<file path="config.mk">
export PLATFORM = sky130hd
export DESIGN_NAME = dcache_line_fill
export DESIGN_NICKNAME = d
export VERILOG_FILES = /design/src/rtl/dcache_line_fill.sv
export SDC_FILE = /design/constraint.sdc
export NUM_CORES = 1
export LEC_CHECK = 0
export ABC_AREA = 1
export BUFFER_PORTS_ARGS = -buffer_cell sky130_fd_sc_hd__buf_2
export CAP_MARGIN = 0
export CORE_ASPECT_RATIO = 0.9
export CORE_MARGIN = 2
export CORE_UTILIZATION = 30
export DETAILED_ROUTE_END_ITERATION = 10
export SLEW_MARGIN = 20
export SYNTH_ARGS = -nofsm -noshare
export SYNTH_HDL_FRONTEND = slang
export SYNTH_SLANG_ARGS = --single-unit
</file>
<file path="constraint.sdc">
create_clock -name clk -period 2.2 [get_ports clk]
set_input_delay 0.11 -clock clk [delete_from_list [all_inputs] [get_ports clk]]
set_output_delay 0.11 -clock clk [all_outputs]
set_load 0.02 [all_outputs]
</file>
<file path="src/rtl/dcache_line_fill.sv">
// dcache_line_fill: miss-fill engine that gathers memory beats into one line
// and writes it, with a poison bit, to the data-cache SRAM in a single cycle.
module dcache_line_fill #(
  parameter int BEAT_WIDTH = 64,
  parameter int BEATS = 4,
  parameter int IDX_WIDTH = 10,
  parameter int PADR_WIDTH = 32,
  parameter int TIMEOUT = 1023
) (
  input  logic                        clk,
  input  logic                        rst,
  input  logic                        req_valid,
  output logic                        req_ready,
  input  logic [IDX_WIDTH-1:0]        req_idx,
  input  logic [PADR_WIDTH-1:0]       req_padr,
  output logic                        mem_req_valid,
  input  logic                        mem_req_ready,
  output logic [PADR_WIDTH-1:0]       mem_req_adr,
  input  logic                        mem_resp_valid,
  input  logic [BEAT_WIDTH-1:0]       mem_resp_data,
  input  logic                        mem_resp_err,
  output logic                        wr,
  output logic [IDX_WIDTH-1:0]        wadr,
  output logic [BEATS*BEAT_WIDTH:0]   wdat,
  output logic                        done,
  output logic                        done_err,
  output logic                        busy
);
  localparam int LW = BEATS * BEAT_WIDTH;
  localparam int BW = BEATS > 1 ? $clog2(BEATS) : 1;
  localparam int TW = TIMEOUT > 0 ? $clog2(TIMEOUT + 1) : 1;
  typedef enum logic [1:0] {IDLE, REQ, FILL, WRITE} state_e;
  state_e                state_q, state_d;
  logic [BW-1:0]         beat_q, beat_d;
  logic                  err_q, err_d;
  logic [TW-1:0]         tmo_q, tmo_d;
  logic [LW-1:0]         line_q, line_d;
  logic [IDX_WIDTH-1:0]  idx_q, idx_d, wadr_q, wadr_d;
  logic [PADR_WIDTH-1:0] padr_q, padr_d;
  logic [LW:0]           wdat_q, wdat_d;
  logic                  beat, last, abort;
  assign abort = state_q == FILL && TIMEOUT != 0 && tmo_q == TW'(TIMEOUT);
  assign beat  = state_q == FILL && mem_resp_valid && !abort;
  assign last  = beat && beat_q == BW'(BEATS - 1);
  assign req_ready     = state_q == IDLE;
  assign busy          = state_q != IDLE;
  assign mem_req_valid = state_q == REQ;
  assign mem_req_adr   = padr_q;
  assign wr            = state_q == WRITE;
  assign wadr          = wadr_q;
  assign wdat          = wdat_q;
  assign done          = wr || abort;
  assign done_err      = abort || (wr && err_q);
  // SRAM-facing wadr/wdat are captured only on the final beat so they hold between writes
  always_comb begin
    state_d = state_q;
    beat_d  = beat_q;
    err_d   = err_q;
    tmo_d   = tmo_q;
    line_d  = line_q;
    idx_d   = idx_q;
    padr_d  = padr_q;
    wadr_d  = wadr_q;
    wdat_d  = wdat_q;
    if (state_q == IDLE && req_valid) begin
      state_d = REQ;
      idx_d   = req_idx;
      padr_d  = req_padr;
      beat_d  = '0;
      err_d   = 1'b0;
      tmo_d   = '0;
      line_d  = '0;
    end
    if (state_q == REQ && mem_req_ready) state_d = FILL;
    if (state_q == FILL) tmo_d = beat ? '0 : tmo_q + 1'b1;
    if (beat) begin
      line_d[int'(beat_q) * BEAT_WIDTH +: BEAT_WIDTH] = mem_resp_data;
      err_d  = err_q | mem_resp_err;
      beat_d = beat_q + 1'b1;
    end
    if (last) begin
      state_d = WRITE;
      wadr_d  = idx_q;
      wdat_d  = {err_d, line_d};
    end
    if (abort || state_q == WRITE) state_d = IDLE;
  end
  always_ff @(posedge clk or negedge rst) begin
    if (!rst) begin
      state_q <= IDLE;
      beat_q  <= '0;
      err_q   <= 1'b0;
      tmo_q   <= '0;
      line_q  <= '0;
      idx_q   <= '0;
      padr_q  <= '0;
      wadr_q  <= '0;
      wdat_q  <= '0;
    end else begin
      state_q <= state_d;
      beat_q  <= beat_d;
      err_q   <= err_d;
      tmo_q   <= tmo_d;
      line_q  <= line_d;
      idx_q   <= idx_d;
      padr_q  <= padr_d;
      wadr_q  <= wadr_d;
      wdat_q  <= wdat_d;
    end
  end
endmodule

</file>
==> out/summary.txt <==
# H-tree levels: 2
Total Routing Usage GR: 24.0%
drt via density: 4.91
initial antenna violation count: 11
vias in the first global route: 24,100
synthesis-to-layout area growth: 29.6%
cell count after synthesis: 3,500
WS Path Type: flop to flop
initial DRC count: 2,622
CP dominant cell by count: buf_4
RSZ-0062 raised after global routing: true
routed wl met2: 46.4 mm
met1 wire length: 44.2 mm
row cnt: 101
final wirelength: 107 mm
GP Congestion: 0.864
Max stage delay on crit path: 0.40 ns
CTS root buf: clkbuf_16
WL/cell: 20.9 µm
critical path fanouts, max: 6
post-synthesis sequential area ratio: 50.6%
final net count: 4,078
Worst Path Arrival: 2.74 ns
port bufs: 416
commonest non-fill, non-tap cell in the layout: nand2_1
Fmax achieved: 463 MHz
Tmin final: 2.16 ns
CP top delay family: simple AND/OR/NAND/NOR gates
via count: 25,300
FF+latch count, synth: 516
Hold WC Path Type: primary input to flop
Synth cell types: 26
r2r worst-path depth: 12
total power: 37.5 mW
CTS max path bufs: 3
CP startpoint kind: flop
CTS sink cnt: 516
worst path required time: 2.78 ns
Final Setup Violations: 0
Static Leak: 18.8 nW
CP bufs+invs: 4
Die X: 311 µm
Final Skew: 0.0318 ns
Power Density: 1130 mW/mm²
worst-margin pin slew: 0.708 ns
most frequent cells in the layout: nand2_1, nand3_1, dfrtp_1
First-pass DRT Iterations: 7
critical register-to-register path startpoint: tmo_q[1]$_DFFE_PN0P_
fraction of layout cells with a size suffix above 1: 17.1%
R2R Setup Slk: 0.04 ns
die area: 0.0874 mm²
DRC Markers: 0
final setup margin: 0.0397 ns
Clock Latency Late Sink: 0.66 ns
chip height: 281 µm
pre-CTS setup slack: 0.0230 ns
DP Area: 0.0296 mm²
worst rel slew slack: 52.8%
syn_area_per_cell: 7.29 µm²
fin. max-slew vios: 0
critical path endpoint: wdat[192]$_DFFE_PN0P_
DR WL met3: 12.9 mm
ratio of final minimum period to clock period: 98.2%
crit path cell chain: ha_2 -> nand2_2 -> nor2_4 -> buf_4 -> nand3_1 -> nand3_4 -> nor2_4 -> buf_4 -> clkbuf_16 -> nand3_1 -> buf_4 -> nand2_1
pin count of the biggest net entering global routing: 108
core area: 0.0843 mm²
Post-Syn Area: 0.0255 mm²
status: completed
peak supply drop: 0.00134 V
WP depth: 12
first-pass GRT wire length: 159 mm
CTS clk-pin slew, worst paths: 0.06 ns
Ports: 417
Initial Utilization: 30.3%
Max-Cap Viols: 0
Final Hold Viols: 0
Ys Warns: 0
Crit. End Element: flop
highest-delay cell along the critical path: dfrtp_1
fin area: 0.0331 mm²
post-route setup TNS: 0 ns
grt total ovfl: 0
TritonCTS buffer count: 60
top sig layer: met5
Synthesized Nets: 3,618
r2r endpoint: wdat[192]$_DFFE_PN0P_
CTS tree: built
CP startpoint: tmo_q[1]$_DFFE_PN0P_
Routed Antenna Nets: 0
dpl hpwl: 72.7 mm
-- flip-flops by register name, summed over array words and instances, names as in the netlist --
name,count
state_q,2
idx_q,10
wdat,257
tmo_q,10
beat_q,2
mem_req_adr,32
line_q,192
wadr,10
err_q,1
-- synthesized netlist by cell type --
cell      instances  area [µm²]
buf_4            24         180
o211ai_1          1        7.51
nor2_4            2        22.5
dfrtp_1         516       12900
xor2_1            5        43.8
nand4_2           1        12.5
ha_1              6        75.1
o22ai_1           3        18.8
nand4_1         128         801
nand3_1         518        2590
xnor2_1           2        17.5
clkinv_1          1        3.75
clkbuf_1         92         345
nand2_2           1        6.26
buf_1            28         105
inv_1           272        1020
nor2_2            4        25.0
nor2_1          253         950
buf_6             2        22.5
nand3_4           1        17.5
nand2_1        1505        5650
a21oi_1           1        5.00
buf_2           118         591
o21ai_0           9        45.0
inv_2             6        22.5
o21bai_1          1        7.51
-- metal layers --
layer	track usage, %	vias to the layer above
met5	0	-
met4	8.09	2
met3	8.92	180
met2	35.8	1093
met1	31.8	12100
li1	-	11900
-- cell families after synthesis --
group / share of synthesized area [%]
buffers and inverters: 8.98
AOI/OAI and AO/OA: 0.329
and+or+nand+nor: 39.5
adders and majority gates: 0.294
DFF: 50.6
xor gates and xnor gates: 0.240
-- power breakdown --
group	switching (mW)	internal, mW	leakage (nW)
clock	4.43	6.46	1.05
sequential	0.826	10.9	7.08
combinational	10.6	4.20	10.6
-- tightest hold or removal path, delay by kind of cell --
kind	cells	cell delay (ns)
and+or+nand+nor	3	0.26
buffers and inverters	2	0.27
-- what timing repair did --
action                                  in CTS  in global routing
buffers inserted                             1                  6
resized for setup                            0                 14
endpoints found under the setup margin       2                173
hold buffers                               108                  0
gates cloned                                 0                  4
pin swaps                                    1                  2
endpoints found under the hold margin      714                  0
-- metrics by stage --
step	std cells	hold slack, ns	util, %
CTS	5133	0.0185	39.0
finish	5146	0.0350	39.2
global placement	4912	0.0265	35.1
global route	5144	0.0491	39.2
detailed placement	4912	0.0235	35.1
floorplan	3500	-0.186	-
-- final cells by class --
class | count | area [µm²]
antenna | 3 | 7.51
clock buffer | 79 | 1680
clock inverter | 33 | 453
fill | 8642 | 51200
inverter | 279 | 1050
multi-input combinational | 2441 | 10400
sequential | 516 | 12900
tap | 1133 | 1420
timing repair buffer | 662 | 5140
-- how the worst min path moves through the flow --
stage	startpoint	to	slack [ns]	depth (start not counted)
floorplan	rst	beat_q[0]$_DFFE_PN0P_	-0.19	0
global placement	rst	wdat[161]$_DFFE_PN0P_	0.03	1
detailed placement	rst	wdat[161]$_DFFE_PN0P_	0.02	1
CTS	mem_resp_data[31]	line_q[31]$_DFF_PN0_	0.02	5
global route	mem_resp_data[34]	wdat[226]$_DFFE_PN0P_	0.05	5
finish	mem_resp_data[34]	wdat[226]$_DFFE_PN0P_	0.04	5
(Power assumes the default switching activity.)
